==> config.mk <==
export PLATFORM = sky130hd
export DESIGN_NAME = ts_slot_arbiter
export DESIGN_NICKNAME = d
export VERILOG_FILES = /design/src/rtl/ts_slot_arbiter_pkg.sv /design/src/rtl/ts_slot_arbiter_null_gen.sv /design/src/rtl/ts_slot_arbiter.sv
export SDC_FILE = /design/constraint.sdc
export NUM_CORES = 1
export LEC_CHECK = 0
export ABC_AREA = 0
export BUFFER_PORTS_ARGS = -buffer_cell sky130_fd_sc_hd__buf_2
export CAP_MARGIN = 25
export CORE_ASPECT_RATIO = 0.8
export CORE_MARGIN = 5
export CORE_UTILIZATION = 56
export CTS_BUF_LIST = sky130_fd_sc_hd__clkbuf_8
export CTS_CLUSTER_DIAMETER = 100
export DETAILED_ROUTE_END_ITERATION = 8
export GPL_TIMING_DRIVEN = 1
export PLACE_DENSITY = 0.78
export SLEW_MARGIN = 25
export SYNTH_ARGS = -nofsm -noshare
export SYNTH_HDL_FRONTEND = slang
export SYNTH_SLANG_ARGS = --single-unit
export TNS_END_PERCENT = 30
==> constraint.sdc <==
create_clock -name CLK -period 4.8 [get_ports CLK]
set_clock_uncertainty 0.05 [all_clocks]
set_input_delay 0.48 -clock CLK [delete_from_list [all_inputs] [get_ports CLK]]
set_output_delay 0.48 -clock CLK [all_outputs]
set_load 0.01 [all_outputs]
==> src/rtl/ts_slot_arbiter_pkg.sv <==
// Shared definitions for the TS slot arbiter: packet constants, source codes,
// FSM states and the null-packet byte table.
package ts_slot_arbiter_pkg;

  localparam int         TS_PKT_LEN = 188;
  localparam logic [7:0] TS_SYNC    = 8'h47;

  // Null packet header after the sync byte: PID 0x1FFF, payload only, CC 0.
  localparam logic [7:0] NULL_HDR1  = 8'h1F;
  localparam logic [7:0] NULL_HDR2  = 8'hFF;
  localparam logic [7:0] NULL_HDR3  = 8'h10;
  localparam logic [7:0] NULL_STUFF = 8'hFF;

  typedef enum logic [1:0] {
    SRC_NONE = 2'd0,
    SRC_TBL  = 2'd1,
    SRC_PAY  = 2'd2,
    SRC_NULL = 2'd3
  } src_e;

  typedef enum logic [2:0] {
    ST_IDLE,
    ST_TBL_GO,
    ST_TBL_RUN,
    ST_PAY_RUN,
    ST_NULL_RUN
  } state_e;

  function automatic logic [7:0] null_byte(input logic [7:0] idx);
    case (idx)
      8'd0:    return TS_SYNC;
      8'd1:    return NULL_HDR1;
      8'd2:    return NULL_HDR2;
      8'd3:    return NULL_HDR3;
      default: return NULL_STUFF;
    endcase
  endfunction

endpackage

==> src/rtl/ts_slot_arbiter_null_gen.sv <==
// Null-packet byte generator: after i_start it presents one byte per clock
// for 188 clocks, with o_done marking the last byte.
module ts_null_gen
  import ts_slot_arbiter_pkg::*;
(
  input  logic       i_clk,
  input  logic       i_rst,
  input  logic       i_start,
  output logic [7:0] o_byte,
  output logic       o_ena,
  output logic       o_done
);

  localparam logic [7:0] LAST_IDX = 8'(TS_PKT_LEN - 1);

  logic       r_active;
  logic [7:0] r_idx;

  always_ff @(posedge i_clk) begin
    if (i_rst) begin
      r_active <= 1'b0;
      r_idx    <= 8'd0;
    end else if (i_start) begin
      r_active <= 1'b1;
      r_idx    <= 8'd0;
    end else if (r_active) begin
      if (r_idx == LAST_IDX) begin
        r_active <= 1'b0;
        r_idx    <= 8'd0;
      end else begin
        r_idx <= r_idx + 8'd1;
      end
    end
  end

  assign o_byte = r_active ? null_byte(r_idx) : 8'h00;
  assign o_ena  = r_active;
  assign o_done = r_active && (r_idx == LAST_IDX);

endmodule

==> src/rtl/ts_slot_arbiter.sv <==
// Grants each downstream TS slot to the table inserter, payload FIFO or null
// generator and merges the granted source onto a single byte stream.
module ts_slot_arbiter
  import ts_slot_arbiter_pkg::*;
#(
  parameter int MAX_TBL_RUN = 2,
  parameter int TBL_TIMEOUT = 1024,
  parameter bit NULL_FILL   = 1'b1
) (
  input  logic       CLK,
  input  logic       RST,
  input  logic       SLOT_REQ,
  output logic       SLOT_BUSY,
  input  logic       TBL_READY,
  output logic       TBL_START,
  input  logic [7:0] TBL_DATA,
  input  logic       TBL_ENA,
  input  logic       TBL_SENT,
  input  logic       PAY_AVAIL,
  output logic       PAY_RD,
  input  logic [7:0] PAY_DATA,
  output logic [7:0] DATA_OUT,
  output logic       ENA_OUT,
  output logic       PSYNC_OUT,
  output logic [1:0] SRC_MON,
  output logic       ERR
);

  localparam int         RUN_W    = (MAX_TBL_RUN < 1) ? 1 : $clog2(MAX_TBL_RUN + 1);
  localparam int         TMR_W    = $clog2(TBL_TIMEOUT + 1);
  localparam logic [7:0] LAST_IDX = 8'(TS_PKT_LEN - 1);

  state_e           r_state;
  src_e             r_src;
  logic             r_req_pend;
  logic             r_busy;
  logic             r_tbl_start;
  logic             r_pay_rd;
  logic             r_pay_sel;
  logic             r_ena;
  logic             r_psync;
  logic             r_err;
  logic             r_last;
  logic [7:0]       r_data;
  logic [7:0]       r_byte_cnt;
  logic [RUN_W-1:0] r_tbl_run;
  logic [TMR_W-1:0] r_timer;

  src_e       w_grant;
  logic       w_to_idle;
  logic       w_err_set;
  logic [7:0] w_tbl_cnt_next;
  logic [7:0] w_null_byte;
  logic       w_null_ena;
  logic       w_null_done;

  assign w_tbl_cnt_next = r_byte_cnt + {7'd0, TBL_ENA};

  // NOTE: every always_comb output gets a default first, so no path infers a latch.
  always_comb begin
    w_grant = SRC_NONE;
    if (r_state == ST_IDLE && r_req_pend) begin
      if (TBL_READY && (r_tbl_run < RUN_W'(MAX_TBL_RUN) || !PAY_AVAIL))
        w_grant = SRC_TBL;
      else if (PAY_AVAIL)
        w_grant = SRC_PAY;
      else if (NULL_FILL)
        w_grant = SRC_NULL;
    end
  end

  always_comb begin
    w_to_idle = 1'b0;
    w_err_set = 1'b0;
    case (r_state)
      ST_TBL_RUN: begin
        w_to_idle = TBL_SENT || (r_timer == TMR_W'(TBL_TIMEOUT - 1));
        w_err_set = TBL_SENT ? (w_tbl_cnt_next != 8'(TS_PKT_LEN)) : w_to_idle;
      end
      ST_PAY_RUN, ST_NULL_RUN: w_to_idle = r_last;
      default: ;
    endcase
  end

  ts_null_gen u_null_gen (
    .i_clk   (CLK),
    .i_rst   (RST),
    .i_start (w_grant == SRC_NULL),
    .o_byte  (w_null_byte),
    .o_ena   (w_null_ena),
    .o_done  (w_null_done)
  );

  // NOTE: sequential state uses non-blocking assignments only; the per-cycle
  // defaults at the top are overridden by later assignments in the same block.
  always_ff @(posedge CLK) begin
    if (RST) begin
      r_state     <= ST_IDLE;
      r_src       <= SRC_NONE;
      r_req_pend  <= 1'b0;
      r_busy      <= 1'b0;
      r_tbl_start <= 1'b0;
      r_pay_rd    <= 1'b0;
      r_pay_sel   <= 1'b0;
      r_ena       <= 1'b0;
      r_psync     <= 1'b0;
      r_err       <= 1'b0;
      r_last      <= 1'b0;
      r_data      <= 8'h00;
      r_byte_cnt  <= 8'd0;
      r_tbl_run   <= '0;
      r_timer     <= '0;
    end else begin
      r_tbl_start <= 1'b0;
      r_pay_sel   <= 1'b0;
      r_ena       <= 1'b0;
      r_psync     <= 1'b0;
      r_last      <= 1'b0;
      r_data      <= 8'h00;

      // A request arriving while a slot is in flight is dropped, not queued.
      if (SLOT_REQ && !r_busy)
        r_req_pend <= 1'b1;
      else if (w_grant != SRC_NONE)
        r_req_pend <= 1'b0;

      case (r_state)
        ST_IDLE: begin
          case (w_grant)
            SRC_TBL: begin
              r_state     <= ST_TBL_GO;
              r_tbl_start <= 1'b1;
              if (r_tbl_run < RUN_W'(MAX_TBL_RUN))
                r_tbl_run <= r_tbl_run + RUN_W'(1);
            end
            SRC_PAY: begin
              r_state   <= ST_PAY_RUN;
              r_pay_rd  <= 1'b1;
              r_tbl_run <= '0;
            end
            SRC_NULL: begin
              r_state   <= ST_NULL_RUN;
              r_tbl_run <= '0;
            end
            default: ;
          endcase
          if (w_grant != SRC_NONE) begin
            r_busy <= 1'b1;
            r_src  <= w_grant;
          end
        end

        ST_TBL_GO: begin
          r_state <= ST_TBL_RUN;
          r_timer <= TMR_W'(1);
        end

        ST_TBL_RUN: begin
          r_data  <= TBL_ENA ? TBL_DATA : 8'h00;
          r_ena   <= TBL_ENA;
          r_psync <= TBL_ENA && (r_byte_cnt == 8'd0);
          r_timer <= r_timer + TMR_W'(1);
          if (TBL_ENA)
            r_byte_cnt <= r_byte_cnt + 8'd1;
        end

        // The FIFO presents PAY_DATA one clock after PAY_RD; that byte passes
        // straight through the output mux under the registered r_pay_sel.
        ST_PAY_RUN: begin
          r_pay_sel <= r_pay_rd;
          r_ena     <= r_pay_rd;
          r_psync   <= r_pay_rd && (r_byte_cnt == 8'd0);
          if (r_pay_rd) begin
            r_byte_cnt <= r_byte_cnt + 8'd1;
            if (r_byte_cnt == LAST_IDX) begin
              r_pay_rd <= 1'b0;
              r_last   <= 1'b1;
            end
          end
        end

        ST_NULL_RUN: begin
          r_data  <= w_null_byte;
          r_ena   <= w_null_ena;
          r_psync <= w_null_ena && (r_byte_cnt == 8'd0);
          r_last  <= w_null_done;
          if (w_null_ena)
            r_byte_cnt <= r_byte_cnt + 8'd1;
        end

        default: r_state <= ST_IDLE;
      endcase

      if (w_err_set)
        r_err <= 1'b1;

      if (w_to_idle) begin
        r_state    <= ST_IDLE;
        r_busy     <= 1'b0;
        r_src      <= SRC_NONE;
        r_byte_cnt <= 8'd0;
      end
    end
  end

  assign SLOT_BUSY = r_busy;
  assign TBL_START = r_tbl_start;
  assign PAY_RD    = r_pay_rd;
  assign DATA_OUT  = r_pay_sel ? PAY_DATA : r_data;
  assign ENA_OUT   = r_ena;
  assign PSYNC_OUT = r_psync;
  assign SRC_MON   = r_src;
  assign ERR       = r_err;

endmodule
; Word level (Yosys, flattened, before mapping)
; Cells that the tools add are included.
[word_totals]
register_bits = 52
inputBits = 23
out_inout_bits = 16
elab_cells = 113
[classes]
addsub = 5
order_cmp = 1
eq_ne = 19
n_mux = 36
n_bitwise = 3
n_reduce_logical = 32
[op_table]
columns = operator, n
row1 = $mux 8, 7
row2 = $pmux 8 s3, 2
row3 = $pmux 11 s2, 1
row4 = $pmux 3 s3, 2
row5 = $add 8x1->8 const B, 2
row6 = $eq 8x8->1 const B, 2
row7 = $logic_not 8->1, 2
row8 = $pmux 8 s2, 1
row9 = $mux 1, 14
row10 = $reduce_or 2->1, 6
row11 = $add 11x1->11 const B, 1
row12 = $eq 11x10->1 const B, 1
row13 = $reduce_bool 2->1, 5
row14 = $add 8x1->8, 1
row15 = $eq 8x1->1 const B, 1
row16 = $eq 8x2->1 const B, 1
row17 = $ne 8x8->1 const B, 1
row18 = $logic_and 1x1->1, 7
row19 = $eq 3x2->1 const B, 2
row20 = $mux 2, 3
row21 = $ne 2x2->1 const B, 3
row22 = $pmux 1 s2, 3
row23 = $pmux 1 s3, 2
row24 = $reduce_and 2->1, 3
row25 = other kinds (17), 23

; Longest topological paths before layout
; Gate-level depths: netlist of the first run.
[logic_depth]
word_depth = 9
mapped_depth = 7
depth_no_buf = 6

; Cells and area by module
; Synthesis of the first run repeated with hierarchy kept, for this count alone.
[unflattened]
cells_unflattened = 314
hier_area_um2 = 2771.4
[modules_own_cells]
columns = module, n_inst, cells_per_inst, area_each_um2, seq_area_each_um2
row1 = ts_slot_arbiter, 1, 252, 2227.1, 860.8
row2 = ts_null_gen, 1, 62, 544.3, 180.2

; Worst setup path before layout of the first run
; Ideal clock, no wire load.
[synth_timing]
path_kind = register -> register
startpoint = register r_state[0]
endpoint = register r_timer[9]
setup_time_ns = 0.126
arrival_ns = 1.624
required_ns = 4.624
path_slack_ns = 3.000
stages_incl_launch_ff = 7
n_path_buf = 2
synth_period_minus_slack_ns = 1.800
path_cell_list = dfxtp_1 -> buf_6 -> or3b_4 -> buf_6 -> or4_4 -> nand4b_1 -> o31ai_2
[synth_between]
elab_chain_cells = 2
elab_cells_between_ends = 4
classes_between = 2 x eq/ne / 1 x mux / 1 x reduce/logical
[synth_rtl]
columns = item, line
row1 = start: declaration, ts_slot_arbiter.sv:33  ; state_e r_state;
row2 = start signal: assignment, ts_slot_arbiter.sv:98  ; r_state <= ST_IDLE;
row3 = start signal: assignment, ts_slot_arbiter.sv:131  ; r_state <= ST_TBL_GO;
row4 = start signal: assignment, ts_slot_arbiter.sv:137  ; r_state <= ST_PAY_RUN;
row5 = $eq 3x2->1 / $eq 3x1->1 (equally long branches), ts_slot_arbiter.sv:127  ; case (r_state)
row6 = $pmux 11 s2 / $reduce_bool 2->1 (equally long branches), --
row7 = end signal: assignment, ts_slot_arbiter.sv:162  ; r_timer <= r_timer + TMR_W'(1);
row8 = end: declaration, ts_slot_arbiter.sv:47  ; logic [TMR_W-1:0] r_timer;
; Parallel ways exist; a longest one is shown, timed or not.
; A chain may end at the register's enable or synchronous reset.

; Worst setup path after layout of the first run
[layout_timing]
startpoint = register r_state[1]
endpoint = register r_busy, in the netlist SLOT_BUSY
[layout_between]
elab_chain_cells = 5
elab_cells_between_ends = 11
classes_between = 3 x eq/ne / 2 x mux / 6 x reduce/logical
[layout_rtl]
columns = item, line
row1 = branches (longest 5 deep; another with $eq 3x3->1), --
row2 = end signal: assignment, ts_slot_arbiter.sv:101  ; r_busy <= 1'b0;
row3 = end signal: assignment, ts_slot_arbiter.sv:148  ; r_busy <= 1'b1;
row4 = end signal: assignment, ts_slot_arbiter.sv:199  ; r_busy <= 1'b0;
row5 = end: declaration, ts_slot_arbiter.sv:36  ; logic r_busy;
; Several ways; the timed one is not identified.

==> impl_metrics.toml, run 1 <==
[outcome]
status = "finished, final reports clean"

[final_layout]
final_nets = 371
nFillCells = 413
multi_input_area_mm2 = 0.00150
diodes = 0
fin_area_mm2 = 0.00293
final_common_cell = "dfxtp_1"
area.growth.synth_to_final_pct = 9.86
seq_area_mm2 = 0.00104
drive_above_1_share_pct = 17.6
mostFrequentLayoutCells = "dfxtp_1, buf_2, nor2_1"

[power]
cell_internal_pwr_mw = 0.593
leakagePower_nw = 1.13
vdd_drop_max_v = 0.000179
pwr-share-clk_pct = 33.1
switching_share_pct = 26.4
netSwitchingPower_mw = 0.213
combPwrFrac_pct = 10.3
power.total_mw = 0.807
pwr_density_cell_mw_per_mm2 = 276
power.share.sequential_pct = 56.6

[setup_path]
worst-path-buf-inv = 0
critPathTopFamily = "simple AND/OR/NAND/NOR gates"
start_kind = "register"
slowest_delay_ns = 0.59
cp_cell_sequence = "or3b_4 > nor4_1 > or4_1 > nor2_1"
crit_fanout = 14
crit_required_ns = 4.93
crit_type = "reg2reg"
arrival_ns = 2.49
crit_slowest_cell = "dfxtp_1"
critPathCaptureType = "register"

[timing]
hold_viol_final = 0
fin_crit_ns = 2.35
max_slew_margin_pct = 42.5
slew_violations = 0
setup_viol = 0
period_share_pct = 49.1
worst_slew_pin_slew_ns = 0.862
final.hold.worst_slack_ns = 0.312
rsz0062_at_grt = "no"
fmax_mhz = 425
worst_slack_ns = 2.45
setup_tns_ns = 0

[drt]
drtIter0Drc = 218
drc = 0
wl_per_cell_um = 14.0
ant_nets = 0
totalWireLength_um = 5600
dr.pass1.iters = 5
vias_per_cell = 5.91
num_vias = 2368

[hold_path]
hold_class = "in2reg"

[flow_run]
cap_viol_max_count = 0

[floorplanning]
start_util_pct = 57.9
die_x_um = 87.1
die_h_um = 71.7
dieArea_mm2 = 0.00624
io_pins = 39
rows = 22
core_mm2 = 0.00460

[clock_network]
htree_levels = 2
post-cts-setup-buffers = 0
hold_buffers = 0
clkLatencyLatePin_ns = 0.31
ctsLongestPathBuffers = 2
cts_buffers = 5
cts_tree = "built"
cts_resized = 0
cts_num_sinks = 52
cts-root-buf = "clkbuf_8"
clkTransAtPathRegs_ns = 0.10

[placed_design]
hpwl_um = 4070
gp_congestion = 0.847
portBuffers = 38
dp_slack_ns = 2.48
place_area_mm2 = 0.00283

[synthesis]
synth_seq_cells = 52
yosysSeqAreaShare_pct = 39.1
yosys_warnings = 0
synth-async-reset-ratio_pct = 0
synth_edf_count = 0
ys.flop_type = "dfxtp_1"
synth.avg_cell_area_um2 = 8.51
synth_cells = 313
syn-num-nets = 344
synth.cell_area_mm2 = 0.00266
yosys.cell_types.count = 54

[global_route]
grt_max_degree = 29
grt_first_pass_wirelength_um = 9200
overflow = 0
grt_usage_pct = 17.8
antenna_found_initial = 0
first_global_vias = 2022
==> flip-flops by register name (all words and copies together), names as in the netlist, 2 cells and up <==
name,count
SRC_MON,2
r_byte_cnt,8
r_data,8
r_timer,11
r_tbl_run,2
r_state,3
u_null_gen.r_idx,8
==> power groups by stage <==
stage                     registers [mW]  clock network [mW]  logic [mW]
after floorplan                    0.461                   0      0.0645
after global placement             0.465                   0      0.0814
after detailed placement           0.466                   0      0.0827
after CTS                          0.456               0.271      0.0830
after global routing               0.459               0.289      0.0935
final                              0.456               0.267      0.0831
==> stage by stage <==
step / util (%) / std cells
5_1_grt: 63.7 / 401
4_1_cts: 63.7 / 401
3_5_place_dp: 61.5 / 393
6_report: 63.7 / 401
3_3_place_gp: 61.5 / 393
2_1_floorplan: - / 313
==> per-layer routing <==
metal	global-route usage [%]	vias to the layer above	wire length [um]
met1	26.3	1066	2840
met5	0	-	0
met3	4.71	8	465
met4	4.43	0	49
met2	25.4	82	2250
li1	-	1212	-
==> layout make-up <==
cell class                      count  share of cell area [%]
Multi-Input combinational cell    237                    51.3
Sequential cell                    52                    35.6
Timing Repair Buffer               38                    6.50
Clock buffer                        6                    2.82
Tap cell                           60                    2.57
Inverter                            6                   0.770
Clock inverter                      2                   0.513
==> worst reg2reg max path, cell delays in order (launching register included) <==
cell	delay, ns
dfxtp_1	0.59
or3b_4	0.50
nor4_1	0.47
or4_1	0.51
nor2_1	0.11
==> synth_stat cells, types with 2 or more instances <==
master,n,area [um2]
dfxtp_1,52,1040
nor2_1,32,120
nand2_1,29,109
a21oi_1,28,140
nand3_1,18,90.1
o21ai_0,13,65.1
clkbuf_1,9,33.8
mux2_2,9,101
ha_1,8,100
nand2b_1,7,43.8
a311oi_1,6,52.6
nor4_1,6,37.5
a211oi_1,5,37.5
buf_2,5,25.0
inv_1,5,18.8
nor3_1,5,25.0
or4_1,5,37.5
a21o_1,4,30.0
nand4_1,4,25.0
o31ai_1,4,30.0
or3_1,4,25.0
a22oi_1,3,22.5
a31oi_1,3,18.8
and3_1,3,18.8
buf_6,3,33.8
mux2i_1,3,30.0
nor2b_1,3,18.8
xor2_1,3,26.3
and2_1,2,12.5
and3b_1,2,17.5
nand3b_1,2,15.0
nand4b_1,2,17.5
nor4bb_1,2,20.0
o311ai_0,2,17.5
or4b_1,2,20.0
xnor2_1,2,17.5
==> worst paths after layout <==
path | start | end | slack (ns) | cells after the start
worst max-delay path | r_state[1] | SLOT_BUSY | 2.45 | 4
worst min-delay path | TBL_DATA[6] | r_data[6] | 0.31 | 3
worst max register to register | r_state[1] | SLOT_BUSY | 2.45 | 4
worst min register to register | r_tbl_run[0] | r_tbl_run[0] | 0.44 | 1
==> kinds of logic (layout without fill, tap and decap cells) <==
| family | count (synthesis) | in the layout | share of synthesized area, % |
|---|---|---|---|
| AND/OR/NAND/NOR | 134 | 134 | 27.1 |
| buffers and inverters | 24 | 52 | 4.60 |
| flip-flops | 52 | 52 | 39.1 |
| multiplexers | 12 | 12 | 4.93 |
| XOR/XNOR | 5 | 5 | 1.64 |
| adder cells (fa/ha/maj) | 8 | 8 | 3.76 |
| AO/OA/AOI/OAI | 78 | 78 | 18.9 |
Power figures use the tool's default switching activity.
==> run 2: changes to the inputs <==
==> constraint.sdc (replaced) <==
create_clock -name CLK -period 2.4 [get_ports CLK]
set_clock_uncertainty 0.05 [all_clocks]
set_input_delay 0.24 -clock CLK [delete_from_list [all_inputs] [get_ports CLK]]
set_output_delay 0.24 -clock CLK [all_outputs]
set_load 0.01 [all_outputs]
==> impl_metrics.toml, run 2 (same netlist as run 1, synthesis figures left out) <==
[placed_design]
placed_cells = 402
gp_congestion = 0.823
portBuffers = 38
hpwl_um = 4220

[global_route]
overflow = 0
antenna_found_initial = 0
first_global_vias = 2072
grt_usage_pct = 18.7
grt_max_degree = 28
grt_first_pass_wirelength_um = 9560

[drt]
totalWireLength_um = 5690
ant_nets = 0
vias_per_cell = 5.85
num_vias = 2400
wl_per_cell_um = 13.9
drtIter0Drc = 176
dr.pass1.iters = 4
drc = 0

[clock_network]
cts_tree = "built"
cts_buffers = 5
clkTransAtPathRegs_ns = 0.09
cts_resized = 0
cts-root-buf = "clkbuf_8"
htree_levels = 2
hold_buffers = 0
cts_num_sinks = 52
ctsLongestPathBuffers = 2
post-cts-setup-buffers = 0
clkLatencyLatePin_ns = 0.30

[outcome]
status = "finished, final reports clean"

[timing]
worst_slew_pin_slew_ns = 0.482
fmax_mhz = 484
hold_viol_final = 0
period_share_pct = 86.1
fin_crit_ns = 2.07
max_slew_margin_pct = 67.8
rsz0062_at_grt = "no"
slew_violations = 0
setup_viol = 0
setup_tns_ns = 0

[floorplanning]
dieArea_mm2 = 0.00624
die_x_um = 87.1
start_util_pct = 57.9
core_mm2 = 0.00460
die_h_um = 71.7
rows = 22
io_pins = 39

[final_layout]
diodes = 0
seq_area_mm2 = 0.00104
multi_input_area_mm2 = 0.00150
final_common_cell = "dfxtp_1"
area.growth.synth_to_final_pct = 12.3
final_nets = 380
top_register = "r_timer"
mostFrequentLayoutCells = "dfxtp_1, buf_2, nor2_1"
largest_reg_flops = 11
drive_above_1_share_pct = 19.4
nFillCells = 394
fin_cells = 410

[flow_run]
cap_viol_max_count = 0

[setup_path]
crit_type = "reg2reg"
crit_required_ns = 2.53
crit_fanout = 14
critPathCaptureType = "register"
arrival_ns = 2.20
start_kind = "register"

[power]
netSwitchingPower_mw = 0.397
switching_share_pct = 25.0
power.share.sequential_pct = 57.2
combPwrFrac_pct = 11.5
cell_internal_pwr_mw = 1.19
leakagePower_nw = 1.18
pwr_density_cell_mw_per_mm2 = 532
vdd_drop_max_v = 0.000328
pwr-share-clk_pct = 31.4

[hold_path]
hold_class = "in2reg"
-- run 2: changes by cell type in the layout (fill, tap and decap cells not counted) --
cell        before  now
buf_4            0    9
clkinvlp_4       2    1
inv_1            5    6
-- run 2: per-layer routing --
metal,global-route usage [%],part of all wire (%),vias up
met4,5.11,1.1,0
met2,28.2,41,71
met1,26.6,50,1096
li1,-,-,1228
met3,4.48,7.5,5
met5,0,0,-
-- run 2: power groups by stage --
| stage | registers, mW | logic, mW | clock network [mW] |
|---|---|---|---|
| final | 0.909 | 0.182 | 0.499 |
| after global placement | 0.928 | 0.177 | 0 |
| after global routing | 0.913 | 0.206 | 0.555 |
| after floorplan | 0.922 | 0.129 | 0 |
| after detailed placement | 0.928 | 0.182 | 0 |
| after CTS | 0.908 | 0.183 | 0.517 |
-- run 2: cell type report --
| type | count | area share [%] |
|---|---|---|
| Tap cell | 60 | 2.51 |
| Clock inverter | 2 | 0.377 |
| Clock buffer | 6 | 2.76 |
| Multi-Input combinational cell | 237 | 50.2 |
| Sequential cell | 52 | 34.8 |
| Timing Repair Buffer | 47 | 8.62 |
| Inverter | 6 | 0.753 |
-- run 2: final timing paths --
kind / end / slack, ns / from / cells after the start
min: r_data[1] / 0.09 / TBL_DATA[1] / 2
min reg2reg: r_tbl_run[0] / 0.43 / r_tbl_run[0] / 1
max: r_state[2] / 0.33 / r_state[1] / 5
max reg2reg: r_state[2] / 0.33 / r_state[1] / 5
-- run 2: per-stage QoR --
step / total power, mW / hold slack, ns / setup slack, ns / area, um2 / util, %
after floorplan: 1.05 / 0.289 / 0.600 / 2660 / -
after global placement: 1.11 / 0.378 / 0.447 / 2900 / 63.0
after detailed placement: 1.11 / 0.391 / 0.368 / 2900 / 63.0
after CTS: 1.61 / 0.0844 / 0.351 / 2990 / 65.1
after global routing: 1.67 / 0.0949 / 0.204 / 2990 / 65.1
final: 1.59 / 0.0921 / 0.333 / 2990 / 65.1
-- run 2: worst max-delay path, stage by stage, from the launching register on --
cell and delay (ns):
dfxtp_1 0.57, or3b_4 0.50, nor4_1 0.38, or4_1 0.17
buf_4 0.19, a21oi_1 0.07
